### src/rtl/mem_port_arbiter.sv
// mem_port_arbiter
// Shares one single-ported memory between instruction fetch and the
// load/store path. One access is outstanding at a time; the granted
// payload is registered onto the memory port and held until mem_ack.
// Data normally wins contention, but after MAX_DATA_STREAK contended
// data grants a waiting fetch is forced through. A PC redirect
// (ifetch_flush) silently drops an in-flight fetch response.
module mem_port_arbiter #(
    parameter int ADDR_WIDTH      = 32,
    parameter int DATA_WIDTH      = 32,
    parameter int MAX_DATA_STREAK = 4
) (
    input  logic                    clk,
    input  logic                    rst_n,

    input  logic                    ifetch_req,
    input  logic [ADDR_WIDTH-1:0]   ifetch_addr,
    input  logic                    ifetch_flush,
    output logic                    ifetch_ready,
    output logic                    ifetch_valid,
    output logic [DATA_WIDTH-1:0]   ifetch_rdata,

    input  logic                    dmem_req,
    input  logic                    dmem_we,
    input  logic [ADDR_WIDTH-1:0]   dmem_addr,
    input  logic [DATA_WIDTH-1:0]   dmem_wdata,
    input  logic [DATA_WIDTH/8-1:0] dmem_wmask,
    output logic                    dmem_ready,
    output logic                    dmem_valid,
    output logic [DATA_WIDTH-1:0]   dmem_rdata,

    output logic                    mem_req,
    output logic                    mem_we,
    output logic [ADDR_WIDTH-1:0]   mem_addr,
    output logic [DATA_WIDTH-1:0]   mem_wdata,
    output logic [DATA_WIDTH/8-1:0] mem_wmask,
    input  logic                    mem_ack,
    input  logic [DATA_WIDTH-1:0]   mem_rdata
);

    localparam int MASK_WIDTH   = DATA_WIDTH / 8;
    localparam int STREAK_WIDTH = $clog2(MAX_DATA_STREAK + 1);
    localparam logic [STREAK_WIDTH-1:0] STREAK_LIMIT = STREAK_WIDTH'(MAX_DATA_STREAK);

    typedef enum logic [1:0] {
        IDLE   = 2'd0,
        BUSY_I = 2'd1,
        BUSY_D = 2'd2
    } state_t;

    state_t                  state;
    state_t                  state_next;
    logic [STREAK_WIDTH-1:0] streak;
    logic                    drop;
    logic                    fetch_eligible;
    logic                    grant_i;
    logic                    grant_d;

    // A redirect in the same cycle makes the fetch address stale, so it is not granted.
    assign fetch_eligible = ifetch_req & ~ifetch_flush;

    assign ifetch_ready = grant_i;
    assign dmem_ready   = grant_d;

    // State register.
    always_ff @(posedge clk or negedge rst_n) begin
        if (!rst_n) begin
            state <= IDLE;
        end else begin
            state <= state_next;
        end
    end

    // Next-state: leave IDLE on a grant, return on the memory acknowledge.
    always_comb begin
        state_next = state;
        case (state)
            IDLE: begin
                if (grant_d) begin
                    state_next = BUSY_D;
                end else if (grant_i) begin
                    state_next = BUSY_I;
                end
            end
            BUSY_I, BUSY_D: begin
                if (mem_ack) begin
                    state_next = IDLE;
                end
            end
            default: state_next = IDLE;
        endcase
    end

    // Grant decode: data first unless a waiting fetch has been starved for the full streak.
    always_comb begin
        grant_i = 1'b0;
        grant_d = 1'b0;
        if (state == IDLE && rst_n) begin
            if (dmem_req && !(fetch_eligible && streak == STREAK_LIMIT)) begin
                grant_d = 1'b1;
            end else if (fetch_eligible) begin
                grant_i = 1'b1;
            end
        end
    end

    // Starvation counter: counts data grants that beat a waiting fetch.
    always_ff @(posedge clk or negedge rst_n) begin
        if (!rst_n) begin
            streak <= '0;
        end else if (grant_d) begin
            if (!fetch_eligible) begin
                streak <= '0;
            end else if (streak != STREAK_LIMIT) begin
                streak <= streak + STREAK_WIDTH'(1);
            end
        end else if (grant_i) begin
            streak <= '0;
        end
    end

    // Drop flag: remembers a redirect seen while the fetch was in flight.
    always_ff @(posedge clk or negedge rst_n) begin
        if (!rst_n) begin
            drop <= 1'b0;
        end else if (state == BUSY_I && !mem_ack) begin
            drop <= drop | ifetch_flush;
        end else begin
            drop <= 1'b0;
        end
    end

    // Memory port: load the winner's payload on grant, hold it until acknowledged.
    always_ff @(posedge clk or negedge rst_n) begin
        if (!rst_n) begin
            mem_req   <= 1'b0;
            mem_we    <= 1'b0;
            mem_addr  <= '0;
            mem_wdata <= '0;
            mem_wmask <= '0;
        end else if (grant_d) begin
            mem_req   <= 1'b1;
            mem_we    <= dmem_we;
            mem_addr  <= dmem_addr;
            mem_wdata <= dmem_wdata;
            mem_wmask <= dmem_wmask;
        end else if (grant_i) begin
            mem_req   <= 1'b1;
            mem_we    <= 1'b0;
            mem_addr  <= ifetch_addr;
            mem_wdata <= '0;
            mem_wmask <= MASK_WIDTH'(0);
        end else if (state != IDLE && mem_ack) begin
            mem_req   <= 1'b0;
        end
    end

    // Response path: one-cycle valid to the owner, read data captured with the acknowledge.
    always_ff @(posedge clk or negedge rst_n) begin
        if (!rst_n) begin
            ifetch_valid <= 1'b0;
            ifetch_rdata <= '0;
            dmem_valid   <= 1'b0;
            dmem_rdata   <= '0;
        end else begin
            ifetch_valid <= 1'b0;
            dmem_valid   <= 1'b0;
            if (state == BUSY_I && mem_ack && !drop && !ifetch_flush) begin
                ifetch_valid <= 1'b1;
                ifetch_rdata <= mem_rdata;
            end
            if (state == BUSY_D && mem_ack) begin
                dmem_valid <= 1'b1;
                if (!mem_we) begin
                    dmem_rdata <= mem_rdata;
                end
            end
        end
    end

endmodule

### config.mk
export PLATFORM = sky130hd
export DESIGN_NAME = mem_port_arbiter
export DESIGN_NICKNAME = d
export VERILOG_FILES = /design/src/rtl/mem_port_arbiter.sv
export SDC_FILE = /design/constraint.sdc
export NUM_CORES = 1
export LEC_CHECK = 0
export ABC_AREA = 1
export CORE_MARGIN = 4
export CORE_UTILIZATION = 44
export CTS_CLUSTER_DIAMETER = 100
export DETAILED_ROUTE_END_ITERATION = 10
export PLACE_DENSITY = 0.85
export RECOVER_POWER = 50
export SLEW_MARGIN = 20
export SYNTH_ARGS = -nofsm -noshare
export SYNTH_HDL_FRONTEND = slang
export SYNTH_SLANG_ARGS = --single-unit
export TNS_END_PERCENT = 100
### constraint.sdc
create_clock -name clk -period 4.5 [get_ports clk]
set_input_delay 0.675 -clock clk [delete_from_list [all_inputs] [get_ports clk]]
set_output_delay 0.675 -clock clk [all_outputs]
set_load 0.1 [all_outputs]
# After elaboration in Yosys (flattened, before gate mapping)
# Cells that the tools add are included.
# totals
out_inout_bits	138
register_bits	142
inputBits	139
elab_cells	72
# op_classes
n_mux	27
n_eq_ne	7
addsub	1
bitwise	4
reduce_logical	21
# ops
op	n
$mux 32	4
$mux 1	13
$mux 3	4
$logic_and 1x1->1	9
$mux 4	2
$mux 2	3
$ne 3x3->1 const B	2
$reduce_and 2->1	3
$logic_not 1->1	4
$pmux 2 s2	1
$reduce_bool 2->1	2
$add 3x1->3 const B	1
$eq 3x3->1 const B	1
$ne 3x2->1 const B	1
$reduce_bool 3->1	1
$eq 2x1->1 const B	1
$eq 2x2->1 const B	1
$logic_not 2->1	1
$ne 2x2->1 const B	1
$not 1->1	2
$reduce_or 2->1	1
$and 1x1->1	1
$or 1x1->1	1

# Logic depth before layout (Yosys ltp)
# depth
depth_word	10
mapped_depth	11
depth_no_buf	9

# Worst setup path after synthesis
# OpenSTA, ideal clock, no wires.
# synth_timing
kind	input to output
startpoint	input port dmem_req
endpoint	output port ifetch_ready
n_path_buf	2
path_stages	5
arrival_time_ns	1.879
path_slack_ns	1.946
required_time_ns	3.825
cell_sequence	buf_4 -> a21oi_2 -> buf_2 -> nand2_1 -> inv_1
# synth_between
elab_chain_len	3
# synth_rtl
element	line	rtl
start, declared	23	input logic dmem_req,
$logic_and 1x1->1	99	if (dmem_req && !(fetch_eligible && streak == STREAK_LIMIT)) begin
$mux 1	99	
$mux 1	98	if (state == IDLE && rst_n) begin
end, declared	19	output logic ifetch_ready,
# Every way passes these cells.

# Worst setup path in the final report
# layout_timing
startpoint	input port ifetch_flush
endpoint	output port dmem_ready
# layout_between
elab_chain_len	7
# layout_rtl
element	line	rtl
start, declared	18	input logic ifetch_flush,
$not 1->1	60	assign fetch_eligible = ifetch_req & ~ifetch_flush;
$and 1x1->1	60	
$logic_and 1x1->1	99	
$logic_not 1->1	99	
$logic_and 1x1->1	99	
$mux 1	99	
$mux 1	98	
end, declared	28	output logic dmem_ready,
# Every way passes these cells.

==> impl_metrics.toml <==
[clock_network]
cts_tree = "yes"
clock_path_buffers = 2
clock_sinks = 142
ctsHtreeMaxLevel = 4
cts_resized = 0
cts_buffers = 17
ctsHoldBuffers = 0
clockRootBuffer = "clkbuf_16"
clkTransAtPathRegs_ns = 0.05
clkLatencyLatePin_ns = 0.41
postCtsSetupRepairBufs = 0

[routing]
wl_um = 17100
wl_per_cell_um = 15.8
vias_per_cell = 4.93
drc_errors = 0
drt-pass1-iter-count = 5
drt_iter0_markers = 303
vias = 5339
antenna_left = 0

[timing]
fmax_ghz = 0.278
min_period_over_period_pct = 79.9
rsz0062_at_grt = "no"
maxSlewViolCount = 209
worst_pin_slew_ns = 2.04
clock_skew_ns = 0.00837
period_needed_ns = 3.60
setup_viol = 0
setup-tns-final_ns = 0
finalHoldViolations = 0
relSlewSlack_pct = -36.3

[synth]
async_reset_ff_share_pct = 100
yosysWarningCount = 0
synth_area_leader_cell = "dfrtp_1"
synth_fp_nets = 781
synth_top_area_share_pct = 61.0
ys_types = 23
syn-cell-area_sq_um = 5820
seq_area_frac_synth_pct = 61.0
synthTopCellsByArea = "dfrtp_1, nand2_1, nand3_1"
netlist_instances = 637
synth-edff-count = 0
yosysMostFrequentCell = "nand2_1"
synthTopCellsByCount = "nand2_1, dfrtp_1, nand3_1, o21ai_0, inv_1"
ys_ff_latch = 142
avgSynthCellArea_sq_um = 9.14
synthFlopType = "dfrtp_1"

[cells_and_area]
drive_above_1_share_pct = 5.05
syn_to_final_growth_pct = 58.7
final_cells = 1082
fillers = 940
antenna_cells = 0
finish.net_count = 1042

[die]
fp.dieW_um = 123
initial_core_util_pct = 45.6
die-area_sq_um = 15100
ios = 277
die_h_um = 123
rows = 41
core_sq_um = 12800

[global_routing]
grt_pass1_wl_um = 26200
grt_pass1_vias = 5208
overflow = 0
grt-busiest-layer = "met2"
antenna_found_initial = 0
use_met2_pct = 38.3
grt_usage_pct = 22.4
grt_use_met3_pct = 7.55
grt_start_max_net_pins = 78
met1_usage_pct = 25.0

[run_status]
status = "finished with violations"
violations = "capacitance limit, slew limit"

[setup_path]
cp.buffers_inverters = 3
cp_max_fo = 34
crit_slowest_cell = "nand2_1"
path_class = "in2out"
cp_data_arrival_time_ns = 2.92
start_kind = "primary input"
required_ns = 3.83
max_stage_delay_ns = 0.75
worst_setup_path_end_kind = "output port"
path_cells = "dlygate4sd3_1, nor2_1, nand2_1, nand3_2, inv_1, buf_12"
path_delay_family = "simple AND/OR/NAND/NOR gates"

[placement]
gp_congestion = 0.796
dp_hpwl_um = 12200
port_buffers = 276
dp_cells = 1051

[job]
maxCapViolCount = 3

[hold_path]
hp-class = "reg2reg"
==> flip-flops by register name (all words and copies together), names as in the netlist, 2 cells and up <==
name and cells:
dmem_rdata 32, ifetch_rdata 32, mem_addr 32, mem_wdata 32, mem_wmask 4, state 2
streak 3
==> routing by layer <==
layer / part of all wire [%] / wire, um
met1: 37 / 6290
met2: 51 / 8770
met3: 8.1 / 1390
met4: 3.6 / 620
met5: 0 / 0
==> path summary, 6_finish.rpt <==
kind | slack (ns) | start | cells after the start | endpoint
setup / recovery | 0.90 | ifetch_flush | 6 | dmem_ready
hold / removal | 0.47 | mem_wmask[1] | 2 | mem_wmask[1]
setup reg to reg | 1.57 | state[1] | 4 | ifetch_rdata[7]
hold reg to reg | 0.47 | mem_wmask[1] | 2 | mem_wmask[1]
max in group asynchronous | 1.57 | rst_n | 3 | dmem_valid
min in group asynchronous | 0.66 | rst_n | 2 | mem_addr[1]
==> cell usage in the layout (no fill, tap or decap), drive strengths merged <==
cell type      count
xor2               1
bufinv             4
nor2               4
clkdlybuf4s50    271
nand3             67
buf                8
o22ai              2
inv               49
o21ai             67
clkbuf            22
ha                 5
a21oi              3
dlygate4sd3        2
clkinv             7
dfrtp            142
nand4             33
nand2            223
==> worst reg2reg max path, stage by stage, from the launching register on <==
cell and delay (ns):
dfrtp_1 0.40, inv_1 0.09, ha_1 0.17, nand3_1 1.38
o21ai_0 0.75
==> layout make-up <==
type / instances / area, sq um / share of cell area [%]
clock buffer: 20 / 447 / 4.83
timing repair buffer: 283 / 2830 / 30.6
tap: 172 / 215 / 2.33
inverter: 49 / 184 / 1.99
clock inverter: 11 / 166 / 1.80
sequential: 142 / 3550 / 38.5
multi-input combinational: 405 / 1850 / 20.0
==> through the flow <==
stage / worst slack [ns] / cell area (sq um) / utilization, % / hold slack (ns)
CTS: 1.55 / 9270 / 72.6 / 0.479
global route: 0.763 / 9240 / 72.3 / 0.493
floorplan: 1.95 / 5820 / - / 0.379
detailed placement: 1.57 / 8660 / 67.8 / 0.464
finish: 0.903 / 9240 / 72.3 / 0.474
global placement: 1.61 / 8660 / 67.8 / 0.460
==> cells by family (layout without fill, tap and decap cells) <==
family,count (synthesis),in the layout,share of synthesized area (%)
DFF,142,142,61.0
AOI/OAI and AO/OA,72,72,6.49
adders and majority gates,5,5,1.07
and+or+nand+nor,327,327,24.3
xor gates and xnor gates,1,1,0.151
buffers and inverters,90,363,6.94
Power is left out: the tool's default activity adds up to more than one toggle a clock period on the data nets, which glitch-free logic cannot reach.
